==> src/rtl/hitchhike_codeword_modulator.sv <==
// Tag-side backscatter modulator: frequency-shifts the 802.11b preamble/header
// and then phase-flips the shift wave to embed buffered tag bits.
module hitchhike_codeword_modulator #(
  parameter int unsigned SYMBOL_CYCLES = 10,
  parameter int unsigned SHIFT_HALF    = 2,
  parameter int unsigned DATA_W        = 16,
  parameter int unsigned CNT_W         = 8
) (
  input  logic              clock,
  input  logic              reset,
  input  logic              trigger_signal,
  input  logic [CNT_W-1:0]  skip_symbols,
  input  logic [1:0]        rate_sel,
  input  logic [CNT_W-1:0]  payload_words,
  input  logic [DATA_W-1:0] data_in,
  input  logic              data_valid,
  output logic              data_ready,
  output logic              signal_into_switch,
  output logic              data_path_signal,
  output logic              busy,
  output logic              done,
  output logic              underrun
);
  localparam int unsigned SYM_W  = (SYMBOL_CYCLES > 1) ? $clog2(SYMBOL_CYCLES) : 1;
  localparam int unsigned HALF_W = (SHIFT_HALF > 1) ? $clog2(SHIFT_HALF) : 1;
  localparam int unsigned BIT_W  = (DATA_W > 1) ? $clog2(DATA_W) : 1;
  localparam int unsigned REP_W  = 3;

  typedef enum logic [1:0] {S_IDLE, S_SKIP, S_SEND, S_DONE} state_t;

  state_t            state_q, state_d;
  logic              sync1_q, sync2_q, sync3_q;
  logic              trig_edge;
  logic [CNT_W-1:0]  skip_q, skip_d, words_q, words_d;
  logic [CNT_W-1:0]  skip_cnt_q, skip_cnt_d, word_cnt_q, word_cnt_d;
  logic [1:0]        rate_q, rate_d;
  logic [SYM_W-1:0]  sym_cnt_q, sym_cnt_d;
  logic [REP_W-1:0]  rep_cnt_q, rep_cnt_d;
  logic [BIT_W-1:0]  bit_cnt_q, bit_cnt_d;
  logic [HALF_W-1:0] half_cnt_q, half_cnt_d;
  logic              shift_sq_q, shift_sq_d;
  logic [DATA_W-1:0] shreg_q, shreg_d, hold_q, hold_d;
  logic              hold_valid_q, hold_valid_d;
  logic              take, underrun_evt, want_send;
  logic              sym_last, rep_last, bit_last, skip_last, word_last;
  logic              data_ready_q, data_ready_d, sw_q, sw_d, dp_q, dp_d;
  logic              busy_q, busy_d, done_q, done_d, underrun_q, underrun_d;

  assign trig_edge = sync2_q & ~sync3_q;

  // Two-flop synchroniser plus one history flop for rising-edge detection
  always_ff @(posedge clock) begin
    if (reset) begin
      sync1_q <= 1'b0;
      sync2_q <= 1'b0;
      sync3_q <= 1'b0;
    end else begin
      sync1_q <= trigger_signal;
      sync2_q <= sync1_q;
      sync3_q <= sync2_q;
    end
  end

  // State register together with counters, buffers and registered outputs
  always_ff @(posedge clock) begin
    if (reset) begin
      state_q      <= S_IDLE;
      skip_q       <= '0;
      words_q      <= '0;
      rate_q       <= '0;
      skip_cnt_q   <= '0;
      word_cnt_q   <= '0;
      sym_cnt_q    <= '0;
      rep_cnt_q    <= '0;
      bit_cnt_q    <= '0;
      half_cnt_q   <= '0;
      shift_sq_q   <= 1'b0;
      shreg_q      <= '0;
      hold_q       <= '0;
      hold_valid_q <= 1'b0;
      data_ready_q <= 1'b1;
      sw_q         <= 1'b0;
      dp_q         <= 1'b0;
      busy_q       <= 1'b0;
      done_q       <= 1'b0;
      underrun_q   <= 1'b0;
    end else begin
      state_q      <= state_d;
      skip_q       <= skip_d;
      words_q      <= words_d;
      rate_q       <= rate_d;
      skip_cnt_q   <= skip_cnt_d;
      word_cnt_q   <= word_cnt_d;
      sym_cnt_q    <= sym_cnt_d;
      rep_cnt_q    <= rep_cnt_d;
      bit_cnt_q    <= bit_cnt_d;
      half_cnt_q   <= half_cnt_d;
      shift_sq_q   <= shift_sq_d;
      shreg_q      <= shreg_d;
      hold_q       <= hold_d;
      hold_valid_q <= hold_valid_d;
      data_ready_q <= data_ready_d;
      sw_q         <= sw_d;
      dp_q         <= dp_d;
      busy_q       <= busy_d;
      done_q       <= done_d;
      underrun_q   <= underrun_d;
    end
  end

  // Next-state, symbol/bit/word timing, shift wave and word hand-off
  always_comb begin
    state_d      = state_q;
    skip_d       = skip_q;
    words_d      = words_q;
    rate_d       = rate_q;
    skip_cnt_d   = skip_cnt_q;
    word_cnt_d   = word_cnt_q;
    sym_cnt_d    = sym_cnt_q;
    rep_cnt_d    = rep_cnt_q;
    bit_cnt_d    = bit_cnt_q;
    half_cnt_d   = half_cnt_q;
    shift_sq_d   = shift_sq_q;
    shreg_d      = shreg_q;
    take         = 1'b0;
    underrun_evt = 1'b0;
    want_send    = 1'b0;
    sym_last     = (sym_cnt_q == SYM_W'(SYMBOL_CYCLES - 1));
    rep_last     = (rep_cnt_q == REP_W'((32'd1 << rate_q) - 32'd1));
    bit_last     = (bit_cnt_q == BIT_W'(DATA_W - 1));
    skip_last    = (skip_cnt_q == skip_q - CNT_W'(1));
    word_last    = (word_cnt_q == words_q - CNT_W'(1));

    if (state_q == S_SKIP || state_q == S_SEND) begin
      if (half_cnt_q == HALF_W'(SHIFT_HALF - 1)) begin
        half_cnt_d = '0;
        shift_sq_d = ~shift_sq_q;
      end else begin
        half_cnt_d = half_cnt_q + HALF_W'(1);
      end
    end

    case (state_q)
      S_IDLE: begin
        if (trig_edge) begin
          skip_d     = skip_symbols;
          words_d    = payload_words;
          rate_d     = rate_sel;
          skip_cnt_d = '0;
          word_cnt_d = '0;
          sym_cnt_d  = '0;
          rep_cnt_d  = '0;
          bit_cnt_d  = '0;
          half_cnt_d = '0;
          shift_sq_d = 1'b0;
          if (payload_words == '0 && skip_symbols == '0) state_d = S_DONE;
          else if (skip_symbols == '0)                   want_send = 1'b1;
          else                                           state_d = S_SKIP;
        end
      end
      S_SKIP: begin
        if (sym_last) begin
          sym_cnt_d = '0;
          if (skip_last) begin
            if (words_q == '0) state_d = S_DONE;
            else               want_send = 1'b1;
          end else begin
            skip_cnt_d = skip_cnt_q + CNT_W'(1);
          end
        end else begin
          sym_cnt_d = sym_cnt_q + SYM_W'(1);
        end
      end
      S_SEND: begin
        if (sym_last) begin
          sym_cnt_d = '0;
          if (rep_last) begin
            rep_cnt_d = '0;
            shreg_d   = {shreg_q[DATA_W-2:0], 1'b0};
            if (bit_last) begin
              bit_cnt_d = '0;
              if (word_last) begin
                state_d = S_DONE;
              end else begin
                word_cnt_d = word_cnt_q + CNT_W'(1);
                want_send  = 1'b1;
              end
            end else begin
              bit_cnt_d = bit_cnt_q + BIT_W'(1);
            end
          end else begin
            rep_cnt_d = rep_cnt_q + REP_W'(1);
          end
        end else begin
          sym_cnt_d = sym_cnt_q + SYM_W'(1);
        end
      end
      S_DONE:  state_d = S_IDLE;
      default: state_d = S_IDLE;
    endcase

    // A word boundary either pulls the next word or aborts on an empty holding register
    if (want_send) begin
      if (hold_valid_q) begin
        take    = 1'b1;
        shreg_d = hold_q;
        state_d = S_SEND;
      end else begin
        underrun_evt = 1'b1;
        state_d      = S_IDLE;
      end
    end
  end

  // Output decode and holding-register handshake
  always_comb begin
    busy_d       = (state_q == S_SKIP) || (state_q == S_SEND);
    done_d       = (state_q == S_DONE);
    underrun_d   = underrun_evt;
    dp_d         = 1'b0;
    sw_d         = 1'b0;
    hold_valid_d = hold_valid_q;
    hold_d       = hold_q;
    if (state_q == S_SKIP) begin
      sw_d = shift_sq_q;
    end else if (state_q == S_SEND) begin
      dp_d = shreg_q[DATA_W-1];
      sw_d = shift_sq_q ^ shreg_q[DATA_W-1];
    end
    if (take) hold_valid_d = 1'b0;
    if (data_valid && data_ready_q) begin
      hold_valid_d = 1'b1;
      hold_d       = data_in;
    end
    data_ready_d = ~hold_valid_d;
  end

  assign data_ready         = data_ready_q;
  assign signal_into_switch = sw_q;
  assign data_path_signal   = dp_q;
  assign busy               = busy_q;
  assign done               = done_q;
  assign underrun           = underrun_q;

endmodule

==> config.mk <==
export PLATFORM = sky130hd
export DESIGN_NAME = hitchhike_codeword_modulator
export DESIGN_NICKNAME = d
export VERILOG_FILES = /design/src/rtl/hitchhike_codeword_modulator.sv
export SDC_FILE = /design/constraint.sdc
export NUM_CORES = 1
export LEC_CHECK = 0
export CELL_PAD_IN_SITES_DETAIL_PLACEMENT = 1
export CELL_PAD_IN_SITES_GLOBAL_PLACEMENT = 1
export CORE_ASPECT_RATIO = 0.75
export CORE_MARGIN = 2
export CORE_UTILIZATION = 44
export DETAILED_ROUTE_END_ITERATION = 16
export PLACE_DENSITY_LB_ADDON = 0.1
export SYNTH_ARGS = -nofsm -noshare
export SYNTH_HDL_FRONTEND = slang
export SYNTH_SLANG_ARGS = --single-unit
==> constraint.sdc <==
create_clock -name clock -period 2.7 [get_ports clock]
set_input_delay 0.405 -clock clock [delete_from_list [all_inputs] [get_ports clock]]
set_output_delay 0.405 -clock clock [all_outputs]
set_load 0.03 [all_outputs]
==> results.json <==
{
  "status": "finished clean",
  "leakage_uw": 0.002276,
  "first_pass_iters": 4,
  "grt_max_degree": 53,
  "fill_cells": 1199,
  "slew_headroom_pct": 31.09,
  "max_freq_ghz": 0.3758,
  "cts-root-to-sink-buffers": 2,
  "drt_iter0_drc": 221,
  "maxCapViolCount": 0,
  "routed_wl_mm": 13.79,
  "cts.sinks": 91,
  "clk-insertion-delay-late_ns": 0.34,
  "yosys.area.top_type": "dfxtp_1",
  "yosysUniqueCellTypes": 66,
  "drc": 0,
  "dp_slack_ns": -0.2162,
  "top_layer": "met4",
  "path_clk_slew_ns": 0.07,
  "postPlaceCellArea_um2": 5489,
  "cts_tree": "built",
  "wl_met3_um": 522,
  "ys.flop_type": "dfxtp_1",
  "ant_nets": 0,
  "async_reset_ff_share_pct": 0,
  "diodes": 0,
  "crit_required_ns": 2.98,
  "vias": 4371,
  "cp-start-kind": "flop",
  "worst_slack_ns": 0.03870,
  "layout_min_cycle_time_ns": 2.661,
  "min_period_over_period_pct": 98.57,
  "finalHoldViolCount": 0,
  "row_count": 32,
  "syn_area_um2": 4696,
  "final_max_slew_viol_count": 0,
  "syn2layout_area_growth_pct": 27.26,
  "grt-ovfl-total": 0,
  "arrival_ns": 2.94,
  "syn_nets": 598,
  "fin_skew_ns": 0.008137,
  "vias_per_cell": 5.759,
  "layoutNonFillerInstCount": 759,
  "grt_pass1_wl_mm": 22.02,
  "dieHeight_um": 93.47,
  "cts_root_buf": "clkbuf_16",
  "synthCells": 545,
  "synth_top_area_share_pct": 38.80,
  "nets": 671,
  "final_cell_area_um2": 5976,
  "crit_type": "reg -> reg",
  "antenna_found_initial": 0,
  "htreeDepth": 3,
  "cp_max_fo": 6,
  "wl_per_cell_um": 18.17,
  "p_per_area_nw_per_um2": 544.9,
  "placed_cells": 733,
  "initial_core_util_pct": 45.46,
  "synth_edf_count": 0,
  "port_buffers": 43,
  "io_pins": 44,
  "power_uw": 3256,
  "dieWidth_um": 123.3,
  "grt_pass1_vias": 4330,
  "core_um2": 10330,
  "synth_warnings": 0,
  "dieArea_um2": 11520,
  "track_usage_pct": 24.23,
  "synth-seq-cells": 91,
  "syn_area_per_cell_um2": 8.616,
  "seq_area_frac_synth_pct": 38.80,
  "wirelength_met1_mm": 6.395,
  "dr_wl_met2_mm": 6.724,
  "tightest_slew_ns": 1.034,
  "cts_buffers": 9,
  "endpoint_kind": "flop",
  "irDropWorstVdd_mv": 0.3721,
  "multi_input_area_um2": 2795,
  "drive_gt1_share_pct": 18.30,
  "min_path_type": "reg -> reg",
  "dpl.hpwl_mm": 9.807,
  "gp_congestion": 0.7782,
  "seq_area_um2": 1824,
  "yosys-top-cells-area": "dfxtp_1, nand2_1, a21oi_1",
  "rsz0062_at_grt": "yes",
  "setup_viol": 0,
  "hold_ws_ns": 0.4615
}
==> per-stage QoR <==
stage | utilization [%] | TNS [ns]
after floorplan | - | 0
after global placement | 53.14 | -2.356
after detailed placement | 53.14 | -3.011
after CTS | 56.08 | 0
after global routing | 57.85 | -0.3150
final | 57.85 | 0
==> final timing paths <==
check / from / to / slack (ns) / depth (start not counted)
hold / removal: hold_q[0]$_SDFFE_PP0P_ / hold_q[0]$_SDFFE_PP0P_ / 0.46 / 2
hold reg to reg: hold_q[0]$_SDFFE_PP0P_ / hold_q[0]$_SDFFE_PP0P_ / 0.46 / 2
setup / recovery: words_q[0]$_SDFFE_PP0P_ / word_cnt_q[4]$_SDFFE_PP0P_ / 0.04 / 9
setup reg to reg: words_q[0]$_SDFFE_PP0P_ / word_cnt_q[4]$_SDFFE_PP0P_ / 0.04 / 9
==> flip-flops by register name (all words and copies together) (netlist names), 3 cells and up <==
signal and cells:
bit_cnt_q 4, hold_q 16, rep_cnt_q 3, shreg_q 16
skip_cnt_q 8, skip_q 8, sym_cnt_q 4, word_cnt_q 8
words_q 8
==> cell families after synthesis <==
logic type | count (synthesis) | synth area share (%)
and+or+nand+nor | 214 | 24.35
AOI/OAI and AO/OA | 134 | 19.85
DFF | 91 | 38.80
buffers and inverters | 48 | 4.423
xor gates and xnor gates | 22 | 4.103
muxes | 21 | 4.476
adders and majority gates | 15 | 3.997
==> routing by layer <==
layer / GRT usage, % / vias to the layer above
met5: 0 / -
met4: 5.303 / 0
met3: 4.085 / 14
met2: 39.10 / 60
met1: 33.86 / 2176
li1: - / 2121
==> timing repair <==
action                     CTS  global route
pin swaps                    1            11
hold buffers                 0             0
setup buffers                3             7
resized for setup            2            28
setup endpoints to repair   22            30
==> power by group <==
part	leakage, µW	switching (µW)	total, µW	internal, µW
combinational	0.00139	351	628	276
clock	0.000143	543	1190	649
sequential	0.000739	46.6	1440	1390
total	0.00228	941	3260	2320
==> placed cells by master, fill, tap and decap left out, types with 5 or more instances in the layout <==
cell type and n:
o21ai_0 14, nand2b_1 9, nand3_1 8, clkbuf_16 9, buf_4 47, xnor2_1 13
a21oi_1 56, nand2_1 85, nor3_1 9, nor4_1 13, o31ai_1 5, a211oi_1 8
xor2_1 8, nor2_1 21, nor4_2 5, a211oi_2 10, a21o_1 6, nand4_1 8
or3_1 8, nor2b_1 6, or4_1 8, dfxtp_1 89, clkdlybuf4s50_1 42, mux2i_1 21
ha_1 14, inv_1 16
==> final cells by class <==
type	count	area share (%)
clock buffers	10	3.999
clock inverters	6	0.6281
inverters	16	1.005
multi-input cells	406	46.78
flip-flops and latches	91	30.53
well taps	136	2.848
repair buffers	94	14.22
==> worst max-delay path, stage by stage, from the launching register on <==
cell	delay, ns
dfxtp_1	0.32
buf_6	0.13
or4_4	0.52
o211ai_1	0.22
nand3_2	0.19
a311oi_4	0.42
o21ai_4	0.14
buf_4	0.17
or3_1	0.34
a21oi_1	0.14
==> synthesized netlist by cell type, types with 3 or more instances <==
| cell type | count |
|---|---|
| buf_2 | 3 |
| o2111ai_1 | 3 |
| and3_1 | 3 |
| a211oi_1 | 9 |
| clkbuf_1 | 22 |
| o21ai_0 | 15 |
| nor4_1 | 17 |
| nand2b_1 | 9 |
| a211oi_2 | 9 |
| nand3_1 | 9 |
| nor2_1 | 21 |
| nand2_1 | 85 |
| or2_2 | 3 |
| a21o_1 | 6 |
| o31ai_1 | 6 |
| nor2b_1 | 7 |
| and3b_1 | 3 |
| xor2_1 | 9 |
| nand4_1 | 8 |
| o211ai_1 | 4 |
| mux2i_1 | 21 |
| a21oi_1 | 59 |
| nand3b_1 | 4 |
| ha_1 | 15 |
| or4_1 | 11 |
| nor3_1 | 9 |
| inv_1 | 16 |
| or3_1 | 8 |
| xnor2_1 | 13 |
| dfxtp_1 | 91 |
(Power assumes the default switching activity.)
